### src/rtl/encoder_16_4_pending.sv
// encoder_16_4_pending: latches event pulses into a pending vector and hands them to a consumer one index at a time
// Lines are picked either by fixed lowest-index priority (RR=0) or round-robin from the last loaded line (RR=1).
module encoder_16_4_pending #(
    parameter int RR = 0
) (
    input  logic        clk,
    input  logic        rst,
    input  logic [15:0] req,
    output logic [3:0]  out_code,
    output logic        out_valid,
    input  logic        out_ready,
    output logic [15:0] pending,
    output logic        overflow,
    input  logic        overflow_clr
);
    logic [3:0]  ptr;
    logic [3:0]  start;
    logic [3:0]  idx;
    logic [3:0]  sel;
    logic        found;
    logic        load;
    logic [15:0] load_mask;
    logic        lost;

    assign start = (RR != 0) ? ptr + 4'd1 : 4'd0;

    always_comb begin
        sel   = 4'd0;
        found = 1'b0;
        idx   = 4'd0;
        for (int i = 0; i < 16; i++) begin
            idx = start + 4'(i);
            if (!found && pending[idx]) begin
                sel   = idx;
                found = 1'b1;
            end
        end
    end

    assign load      = (!out_valid || out_ready) && found;
    assign load_mask = load ? 16'(1) << sel : 16'h0000;
    // A line being handed out this edge can take a fresh event without loss.
    assign lost      = |(req & pending & ~load_mask);

    always_ff @(posedge clk or posedge rst) begin
        if (rst) begin
            pending   <= 16'h0000;
            out_code  <= 4'h0;
            out_valid <= 1'b0;
            overflow  <= 1'b0;
            ptr       <= 4'd15;
        end else begin
            pending  <= (pending & ~load_mask) | req;
            overflow <= lost || (overflow && !overflow_clr);
            if (!out_valid || out_ready)
                out_valid <= found;
            if (load) begin
                out_code <= sel;
                ptr      <= sel;
            end
        end
    end
endmodule

### config.mk
export PLATFORM = sky130hd
export DESIGN_NAME = encoder_16_4_pending
export DESIGN_NICKNAME = d
export VERILOG_FILES = /design/src/rtl/encoder_16_4_pending.sv
export SDC_FILE = /design/constraint.sdc
export NUM_CORES = 1
export LEC_CHECK = 0
export CORE_ASPECT_RATIO = 0.75
export CORE_UTILIZATION = 26
export CTS_CLUSTER_DIAMETER = 150
export DETAILED_ROUTE_END_ITERATION = 10
export GPL_TIMING_DRIVEN = 0
export PLACE_DENSITY_LB_ADDON = 0.2
export RECOVER_POWER = 50
export SYNTH_ARGS = -nofsm -noshare
export SYNTH_HDL_FRONTEND = slang
export SYNTH_SLANG_ARGS = --single-unit
### constraint.sdc
create_clock -name clk -period 2.4 [get_ports clk]
set_input_delay 0.72 -clock clk [delete_from_list [all_inputs] [get_ports clk]]
set_output_delay 0.72 -clock clk [all_outputs]
set_load 0.1 [all_outputs]
### Word-level counts from Yosys, hierarchy flattened

Index checks and enable logic that the tools add are counted.

| cells by class | value |
|---|---|
| add/sub/neg operators | 0 |
| multiply operators | 0 |
| div/mod/pow operators | 0 |
| $lt $le $gt $ge | 0 |
| eq/ne operators | 0 |
| shifts and indexed selects | 1 |
| mux-type cells | 32 |
| bitwise logic cells | 5 |
| reduce and logical (&&, ||, !) cells | 37 |

Operators with widths:

| cell | count |
|---|---|
| 16-bit bitwise AND | 3 |
| 4-bit two-way mux | 8 |
| 1-bit logical AND | 17 |
| 1-bit logical NOT | 17 |
| 1-bit two-way mux | 17 |
| 16-bit two-way mux | 1 |
| 16-bit inverter | 1 |
| 16-bit bitwise OR | 1 |
| 16-bit OR reduction | 1 |
| 1-bit by 4-bit << shifter with 16-bit output (first input constant) | 1 |
| 3-bit two-way mux | 4 |
| 2-bit two-way mux | 2 |
| 1-bit logical OR | 2 |

| word-level totals | value |
|---|---|
| register bits | 22 |
| latch bits | 0 |
| RAM bits | 0 |
| bits in read-only memories | 0 |
| input bits | 20 |
| output and inout bits | 22 |
| memories kept | 0 |

### Depth between registers and ports, before layout

Gate-level depths: netlist (run 1).

| logic depth | value |
|---|---|
| word-level depth | 52 |
| depth in mapped cells | 9 |

### Worst setup path after synthesis (run 1)

Ideal clock, no wire load.

| path | value |
|---|---|
| kind | reg2reg |
| from | register pending[2] |
| to | register overflow |
| arrival time | 2.840 ns |
| path slack | -0.578 ns |
| cell stages (with the launch flop) | 10 |
| buffers on the path | 1 |
| path through | dfrtp_1 or4_4 or4_4 a21oi_4 or2_1 buf_4 nand3_1 a32o_1 nor4_2 o211ai_1 |

| on the way | value |
|---|---|
| cells in the longest elaborated chain, start to end | 47 |
| elaborated cells between the ends (all ways) | 63 |
| those cells by class | shift: 1; mux: 29; bitwise: 3; reduce/logical: 30 |

Ends and longest elaborated chain:

| what | line | RTL |
|---|---|---|
| start: declaration | 12 | `output logic [15:0] pending,` |
| start signal: assignment | 53 | `pending <= (pending & ~load_mask) \| req;` |
| 1-bit logical AND | 33 | `if (!found && pending[idx]) begin` |
| 1-bit two-way mux | 33 |  |
| 1-bit logical NOT | 33 |  |
| 1-bit logical AND | 33 |  |
| 1-bit two-way mux | 33 |  |
| 1-bit logical NOT | 33 |  |
| 1-bit logical AND | 33 |  |
| 1-bit two-way mux | 33 |  |
| [31 not listed] | n/a |  |
| 1-bit logical AND | 33 |  |
| 4-bit two-way mux or 1-bit two-way mux (tied branches) | 33 |  |
| 1-bit by 4-bit << shifter with 16-bit output or 1-bit logical AND (tied branches) | 41, 40 |  |
| 16-bit two-way mux | 41 | `assign load_mask = load ? 16'(1) << sel : 16'h0000;` |
| 16-bit inverter | 43 | `assign lost = \|(req & pending & ~load_mask);` |
| 16-bit bitwise AND (*) | 43 |  |
| 16-bit OR reduction (*) | 43 |  |
| 1-bit logical OR (*) | 54 | `overflow <= lost \|\| (overflow && !overflow_clr);` |
| end signal: assignment | 54 |  |
| end: declaration | 13 | `output logic overflow,` |

Mark *: on every way between the ends. The rest lies on a longest branch, timed or not.
A chain may end at the register's enable or synchronous reset.

### Final worst setup path (run 1)

| path | value |
|---|---|
| from | register pending[3] |
| to | register overflow |

| on the way | value |
|---|---|
| cells in the longest elaborated chain, start to end | 44 |
| elaborated cells between the ends (all ways) | 59 |
| those cells by class | shift: 1; mux: 27; bitwise: 3; reduce/logical: 28 |

Ends and longest elaborated chain:

| what | line |
|---|---|
| 1-bit logical AND | 33 |
| 1-bit two-way mux | 33 |
| 1-bit logical NOT | 33 |
| 1-bit logical AND | 33 |
| 1-bit two-way mux | 33 |
| 1-bit logical NOT | 33 |
| 1-bit logical AND | 33 |
| 1-bit two-way mux | 33 |
| [28 not listed] | n/a |
| 1-bit logical AND | 33 |
| 4-bit two-way mux or 1-bit two-way mux (tied branches) | 33 |
| 1-bit by 4-bit << shifter with 16-bit output or 1-bit logical AND (tied branches) | 41, 40 |
| 16-bit two-way mux | 41 |
| 16-bit inverter | 43 |
| 16-bit bitwise AND (*) | 43 |
| 16-bit OR reduction (*) | 43 |
| 1-bit logical OR (*) | 54 |

Marks and branches as above.

==> results of run 1 <==
## registers in the layout, indices dropped and copies added, names as in the netlist
name	flops
pending	16
out_code	4
out_valid	1
overflow	1
## placed cells by master (no fill, tap or decap), types with 3 or more instances in the layout
cell / n
clkdlybuf4s50_1: 18
nor3_1: 3
clkbuf_8: 4
inv_1: 5
o211ai_1: 3
dfrtp_4: 3
nand2b_1: 8
a21o_1: 10
a21oi_1: 5
dfrtp_1: 13
nor2_1: 8
dfrtp_2: 6
buf_4: 3
o21ai_1: 6
nand2_1: 17
o21ai_0: 4
nand3_1: 8
clkbuf_2: 3
dlygate4sd2_1: 18
## cell type report
type / instances / area share [%]
buffer: 1 / 0.5925
clock buffer: 4 / 2.897
inverter: 5 / 0.9875
multi-input combinational: 116 / 40.75
sequential: 22 / 29.95
tap: 57 / 3.752
timing repair buffer: 45 / 21.07
## worst paths after layout
check                             from     endpoint  slack (ns)
max in group asynchronous          rst   pending[2]        0.67
min                        out_code[0]  out_code[0]        0.50
min reg2reg                out_code[0]  out_code[0]        0.50
max reg2reg                 pending[3]     overflow       -0.37
max                         pending[3]     overflow       -0.37
min in group asynchronous          rst  out_code[3]        1.08
## kinds of logic after synthesis
| group | synth area share [%] |
|---|---|
| mux | 0.8737 |
| buf+inv | 2.330 |
| simple gates | 28.54 |
| compound gates | 25.54 |
| flops | 42.72 |
## timing repair
| action | CTS | global route |
|---|---|---|
| buffers inserted | 4 | 0 |
| pin swaps | 4 | 3 |
| endpoints found under the setup margin | 26 | 16 |
| gates resized for setup | 30 | 21 |
## per-layer routing
metal  routed length, µm  up-vias
li1                    -      643
met1                2015      646
met2                1879       75
met3                 395        9
met4                  44        0
met5                   0        -
## power by group
| part | internal [mW] | switching (mW) |
|---|---|---|
| registers | 0.378 | 0.00704 |
| clock network | 0.147 | 0.130 |
| logic | 0.0597 | 0.110 |
## stage by stage
step                hold WS, ns  setup WS [ns]  utilization (%)
floorplan                0.7089        -0.3185                -
global placement         0.4792        -0.6125            39.10
detailed placement       0.4755        -0.6048            39.10
CTS                      0.5093        -0.4021            40.68
global route             0.5311        -0.4353            41.33
finish                   0.4982        -0.3690            41.33
## worst register-to-register path, cell delays in order (launching register included)
cell,delay (ns)
dfrtp_4,0.50
or4_4,0.59
or4_4,0.45
a21oi_4,0.15
or2_1,0.13
buf_6,0.13
nand3_4,0.07
a32o_2,0.29
nor4_4,0.23
o211ai_1,0.12
==> results.tsv, run 1 <==
metric	value	unit
outcome	complete, but fails checks	
violations	negative setup slack	
row_count	21	
holdCritPathClass	register to register	
setup_slack	-0.3690	ns
fin_nets	214	
path_buf_inv	1	
clk_pin_slew_worst_paths	0.08	ns
r2r_cells	9	
grt_use_met3	4.359	%
critPathMaxFanout	6	
antenna_cells	0	
clockBufferDepth	2	
slowest_stage	or4_4	
netlist_instances	145	
initial_utilization	28.03	%
finalCritPeriodShare	115.4	%
routed_wl	4335	µm
grtUsageMet2	23.26	%
p_leak	0.6619	nW
fp.dieH	62.97	µm
drv_slew	0	
cp_common_cell	or4_4	
rsz0062_at_grt	true	
fin_area	1901	µm²
grtUsageMet1	26.16	%
drive_gt1_share	19.69	%
max-vdd-ir-drop	0.0001856	V
synth_enable_flop_cells	0	
drtAntennaViolNets	0	
cts_buffers	3	
cpPeakStageDelay	0.59	ns
seqCellArea	569.3	µm²
min_period	2.769	ns
antenna_found_initial	0	
post_drt_via_cell_ratio	5.492	
core	4598	µm²
dpl.hpwl	3131	µm
min_path_cells	2	
routed_wire_length_per_instance	17.34	µm
totalPowerFinal	0.8312	mW
synth-warning-count	0	
skew	0.002880	ns
critical_path_class	register to register	
grt_busiest_layer	met1	
synth_seq_area_share	42.72	%
grt_pass1_vias	1304	
crit_required	2.54	ns
worst_slew_pin_slew	0.9648	ns
synth.distinct_cells	42	
yosysMostFrequentCell	dfrtp_1	
clock_latency	0.27	ns
synth_fp_nets	165	
area_delta_synth_final	47.48	%
ys_top_cells_by_count	dfrtp_1 (22), nand2_1 (18), a21o_1 (10)	
dr.pass1.iters	4	
yosysTopAreaCell	dfrtp_1	
gp_congestion	0.9173	
die_w	83.30	µm
cts_hold_repair.buffers	0	
die-area	5245	µm²
maxCapViolCount	0	
critPathLaunchType	register	
cp_top_family	simple AND/OR/NAND/NOR gates	
dpl-instance-area	1798	µm²
grt_max_degree	23	
cts_root_buffer	clkbuf_8	
cp_num_cells	9	
ys_ff_latch	22	
grt_first_pass_wirelength	6996	µm
cts_tree	done	
crit_arrival	2.91	ns
syn_area_per_cell	8.888	µm²
numPortBuffers	41	
h-tree-depth	1	
synth_area	1289	µm²
drc	0	
path_cells	or4_4 -> or4_4 -> a21oi_4 -> or2_1 -> buf_6 -> nand3_4 -> a32o_2 -> nor4_4 -> o211ai_1	
grt_usage	17.03	%
layout.cells.non_filler	250	
async_reset_ff_share	100.0	%
multiInputGateArea	774.5	µm²
nFillCells	435	
ios	42	
setup_tns	-0.3690	ns
synth_top_area_share	42.72	%
hold_viol	0	
p_per_area	437.3	nW/µm²
grt_overflow	0	
synthFlopType	dfrtp_1	
num_vias	1373	
drt_first_iter_violations	115	
clock_sinks	22	
relSlewSlack	35.94	%
place_inst	243	
setup_viol	1	
max_freq	361.1	MHz
yosys-top-cells-area	dfrtp_1 (43%), a21o_1 (5.8%), nand2_1 (5.2%)	
end_kind	register	
Note: power is estimated with default switching activity, not from simulation.
==> run 2: changes to the inputs <==
PLACE_DENSITY_LB_ADDON = default   (was 0.2)
TNS_END_PERCENT = 100   (was default)
==> run 2 against run 1 <==
Core utilization is 0.95 points higher. The flow still finishes with violations (negative setup slack). Sequential share of layout area is 0.67 points lower. Power is 10% higher. Die area stayed put. Global-route usage is 0.057 points higher. Register-to-register slack hardly changed.
==> results.tsv, run 2 (synthesized netlist as in run 1, its figures left out) <==
metric	value	unit
outcome	complete, but fails checks	
violations	negative setup slack	
antenna_cells	0	
area_delta_synth_final	50.87	%
met3WireLength	464	µm
skew	0.004246	ns
drc	0	
grt_overflow	0	
routed_wire_length_per_instance	16.75	µm
max_freq	360.7	MHz
clock_latency	0.27	ns
die-area	5245	µm²
clock_sinks	22	
critPathMaxFanout	3	
setup_slack	-0.3725	ns
ios	42	
final_common_cell	clkdlybuf4s50_1	
post_drt_via_cell_ratio	5.433	
highest_layer	met4	
maxCapViolCount	0	
drt_first_iter_violations	146	
dr.pass1.iters	4	
r2r_slack	-0.37	ns
drive_gt1_share	22.84	%
crit_arrival	2.92	ns
finalCritPeriodShare	115.5	%
drv_slew	0	
holdCritPathClass	register to register	
r2r_cells	9	
wl_met2	1663	µm
cts_hold_repair.buffers	0	
cts_root_buffer	clkbuf_8	
routed_wl	4255	µm
regMostFlops	pending	
hold_viol	0	
num_vias	1380	
clockBufferDepth	2	
crit_required	2.55	ns
max-vdd-ir-drop	0.0003525	V
worstSetupStartpoint	pending[2]	
reg_top3	pending x16, out_code x4	
relSlewSlack	35.63	%
totalPowerFinal	0.9163	mW
grt_pass1_vias	1354	
crit-reg2reg-capture	overflow	
p_per_area	471.2	nW/µm²
numPortBuffers	41	
grt_usage	17.09	%
routedLengthMet1	2046	µm
die_w	83.30	µm
end_kind	register	
setup_tns	-0.3873	ns
r2r_start	pending[2]	
largest_register_ffs	16	
cts_buffers	3	
clk_pin_slew_worst_paths	0.09	ns
rsz0062_at_grt	true	
row_count	21	
gp_congestion	0.8756	
min_path_cells	2	
grt_max_degree	23	
grt_first_pass_wirelength	7065	µm
core	4598	µm²
crit_end	overflow	
setup_viol	2	
h-tree-depth	1	
fin_nets	218	
worst_slew_pin_slew	0.9639	ns
p_leak	0.6900	nW
drtAntennaViolNets	0	
cts_tree	done	
final_cell_mix	clkdlybuf4s50_1 (18), nand2_1 (17), dlygate4sd2_1 (15)	
min_period	2.773	ns
critical_path_class	register to register	
dpl.hpwl	3025	µm
antenna_found_initial	0	
critPathLaunchType	register	
initial_utilization	28.03	%
fp.dieH	62.97	µm
run 2: changes by cell type in the layout (fill, tap and decap cells not counted), sizes merged:
cell,delta
dlygate4sd2,-3
dlymetal6s2s,+1
buf,+4
clkdlybuf4s15,+1
bufinv,+1
run 2: stage by stage:
| step | cell area [µm²] | std cells | hold WS (ns) | util, % | setup WS, ns |
|---|---|---|---|---|---|
| after CTS | 1906 | 252 | 0.5086 | 41.44 | -0.3306 |
| after detailed placement | 1798 | 243 | 0.4750 | 39.10 | -0.6540 |
| after floorplan | 1316 | 145 | 0.7089 | - | -0.3185 |
| final | 1944 | 254 | 0.5080 | 42.29 | -0.3725 |
| after global placement | 1798 | 243 | 0.4850 | 39.10 | -0.6373 |
| after global routing | 1944 | 254 | 0.5410 | 42.29 | -0.4854 |
run 2: per-layer routing:
metal / track usage [%] / vias up
li1: - / 645
met1: 25.59 / 637
met2: 23.26 / 85
met3: 5.284 / 13
met4: 3.879 / 0
met5: 3.030 / -
run 2: worst min-delay path by stage:
stage,startpoint,to,slack (ns)
floorplan,rst,out_code[0],0.71
global placement,out_code[1],out_code[1],0.48
detailed placement,out_code[1],out_code[1],0.47
CTS,out_code[1],out_code[1],0.51
global route,out_code[2],out_code[2],0.54
finish,out_code[0],out_code[0],0.51
run 2: cell type report:
type                    count  area, µm²
plain buffers               1      11.26
clock buffers               3      41.29
clock inverters             1      30.03
fillers                   460       2654
inverters                   5      18.77
multi-input cells         116      768.2
flip-flops and latches     22      569.3
well taps                  57      71.32
repair buffers             49      434.2
run 2: report_power, final:
| group | switching [mW] | internal [mW] |
|---|---|---|
| registers | 0.00731 | 0.378 |
| logic | 0.111 | 0.0642 |
| clock network | 0.133 | 0.223 |
run 2: worst max-delay path: stages, from the launching register on:
cell	delay (ns)
dfrtp_4	0.48
or4_4	0.58
or4_4	0.45
a21oi_4	0.15
or2_1	0.13
buf_6	0.10
nand3_2	0.06
a32o_2	0.28
nor4_2	0.29
o211ai_1	0.12
run 2: what timing repair did:
action / 4_1_cts / 5_1_grt
endpoints found under the setup margin: 26 / 19
resized for setup: 30 / 22
pin swaps: 4 / 3
buffers inserted: 6 / 2
==> run 3: changes to the inputs <==
CORE_UTILIZATION = 41   (was 26)
CTS_CLUSTER_SIZE = 20   (was default)
MAX_ROUTING_LAYER = met4   (was default)
PLACE_DENSITY = 0.75   (was default)
==> run 3 against run 2 <==
The flow still finishes with violations (negative setup slack). Cell count shrank 6.7%. Die area shrank 36%. Non-clock buffer count grew 2. Sequential power is essentially flat. Core utilization grew 23 points. Wire length grew 0.19%. Global-route usage grew 9.9 points. Power shrank 8.1%. Clock skew shrank 0.0023 ns. Clock-buffer cell count grew 1. Maximum frequency shrank 0.41%.
==> results.tsv, run 3 (synthesized netlist as in run 1, its figures left out) <==
metric	value	unit
outcome	complete, but fails checks	
violations	negative setup slack	
area_delta_synth_final	49.51	%
drc	0	
dpl.hpwl	3045	µm
dpl_worst_slack	-0.5866	ns
drive_gt1_share	21.11	%
drtAntennaViolNets	0	
rsz0062_at_grt	true	
initial_utilization	43.59	%
setup_viol	3	
skew	0.001900	ns
fp.dieH	50.56	µm
critPathMaxFanout	4	
num_vias	1406	
clockBufferDepth	2	
routed_wire_length_per_instance	17.99	µm
p_int	0.5918	mW
drt_first_iter_violations	108	
max-vdd-ir-drop	0.0002908	V
pwr-share-comb	21.6	%
fin_area	1927	µm²
grt_max_degree	23	
numPortBuffers	41	
nFillCells	261	
p_leak	0.6915	nW
hold_slack	0.5112	ns
setup_slack	-0.3839	ns
critical_path_class	register to register	
clk_pin_slew_worst_paths	0.08	ns
end_kind	register	
drv_slew	0	
h-tree-depth	1	
grt_overflow	0	
min_period	2.784	ns
relSlewSlack	35.99	%
final_cell_mix	dlygate4sd2_1 (22), nand2_1 (18), clkdlybuf4s50_1 (18)	
gp_congestion	0.9280	
routed_wl	4263	µm
cts_tree	done	
p_sw	0.2503	mW
post_drt_via_cell_ratio	5.932	
regMostFlops	pending	
ios	42	
holdCritPathClass	register to register	
die_w	66.74	µm
clock_sinks	22	
critPathLaunchType	register	
p_clk_share	32.7	%
p_per_area	437.0	nW/µm²
grt_pass1_vias	1288	
core	2957	µm²
dpl-instance-area	1774	µm²
reg_top3	pending x16, out_code x4	
grt_first_pass_wirelength	6492	µm
p_seq_share	45.7	%
finalCritPeriodShare	116.0	%
cts_buffers	3	
worst_slew_pin_slew	0.9639	ns
setup_tns	-0.4232	ns
dr.pass1.iters	4	
maxCapViolCount	0	
hold_viol	0	
switching_share	29.72	%
fin_nets	220	
crit_arrival	2.92	ns
grt_usage	26.99	%
clock_latency	0.27	ns
row_count	17	
cts_root_buffer	clkbuf_8	
final_common_cell	dlygate4sd2_1	
crit_required	2.54	ns
die-area	3374	µm²
antenna_cells	0	
largest_register_ffs	16	
max_freq	359.2	MHz
antenna_found_initial	0	
run 3: changes by cell type in the layout (fill, tap and decap cells not counted), moves of 2 or more:
cell	previous run	this run
buf_4	6	10
clkbuf_2	4	0
clkdlybuf4s15_1	2	0
dlygate4sd2_1	15	22
o311ai_1	0	2
run 3: metrics by stage:
stage          power [mW]  utilization, %  cells
2_1_floorplan      0.4940               -    145
3_3_place_gp       0.5606           60.01    224
3_5_place_dp       0.5624           60.01    224
4_1_cts            0.8303           61.79    227
5_1_grt            0.8688           65.17    237
6_report           0.8421           65.17    237
run 3: layout make-up:
| type | instances | area [µm²] | area share [%] |
|---|---|---|---|
| Buffer | 1 | 11.26 | 0.5844 |
| Sequential cell | 22 | 569.3 | 29.55 |
| Multi-Input combinational cell | 116 | 767.0 | 39.81 |
| Clock buffer | 4 | 55.05 | 2.857 |
| Tap cell | 38 | 47.55 | 2.468 |
| Timing Repair Buffer | 51 | 457.9 | 23.77 |
| Inverter | 5 | 18.77 | 0.9740 |
run 3: metal layers:
metal  track usage [%]  vias up  wire [µm]
li1                  -      655          -
met4             2.482        0         21
met5                 -        -          0
met3             4.773        4        384
met2             41.75       73       2008
met1             38.26      674       1849
run 3: path summary, 6_finish.rpt:
path	startpoint	end	slack [ns]	cells after the start
setup / recovery	pending[2]	overflow	-0.38	9
hold / removal	out_code[0]	out_code[0]	0.51	2
setup reg to reg	pending[2]	overflow	-0.38	9
hold reg to reg	out_code[0]	out_code[0]	0.51	2
max in group asynchronous	rst	pending[3]	0.67	2
min in group asynchronous	rst	out_code[1]	1.08	2
run 3: worst max-delay path: stages (launching register included):
cell	delay [ns]
dfrtp_4	0.49
or4_4	0.57
or4_4	0.45
a21oi_4	0.16
or2_1	0.13
buf_6	0.11
nand3_2	0.06
a32o_2	0.29
nor4_4	0.27
o211ai_1	0.12
run 3: power by group through the flow:
stage / sequential (mW) / clock (mW) / combinational [mW]
2_1_floorplan: 0.441 / 0 / 0.0525
3_3_place_gp: 0.392 / 0 / 0.168
3_5_place_dp: 0.393 / 0 / 0.170
4_1_cts: 0.385 / 0.278 / 0.168
5_1_grt: 0.386 / 0.290 / 0.193
6_report: 0.385 / 0.275 / 0.182
run 3: repair_timing:
item                                   CTS  global route
setup endpoints to repair               29            14
setup buffers                            0            10
hold buffers                             0             0
gates cloned                             0             0
pin swaps                                1             5
endpoints found under the hold margin    0             0
gates resized for setup                 29            11
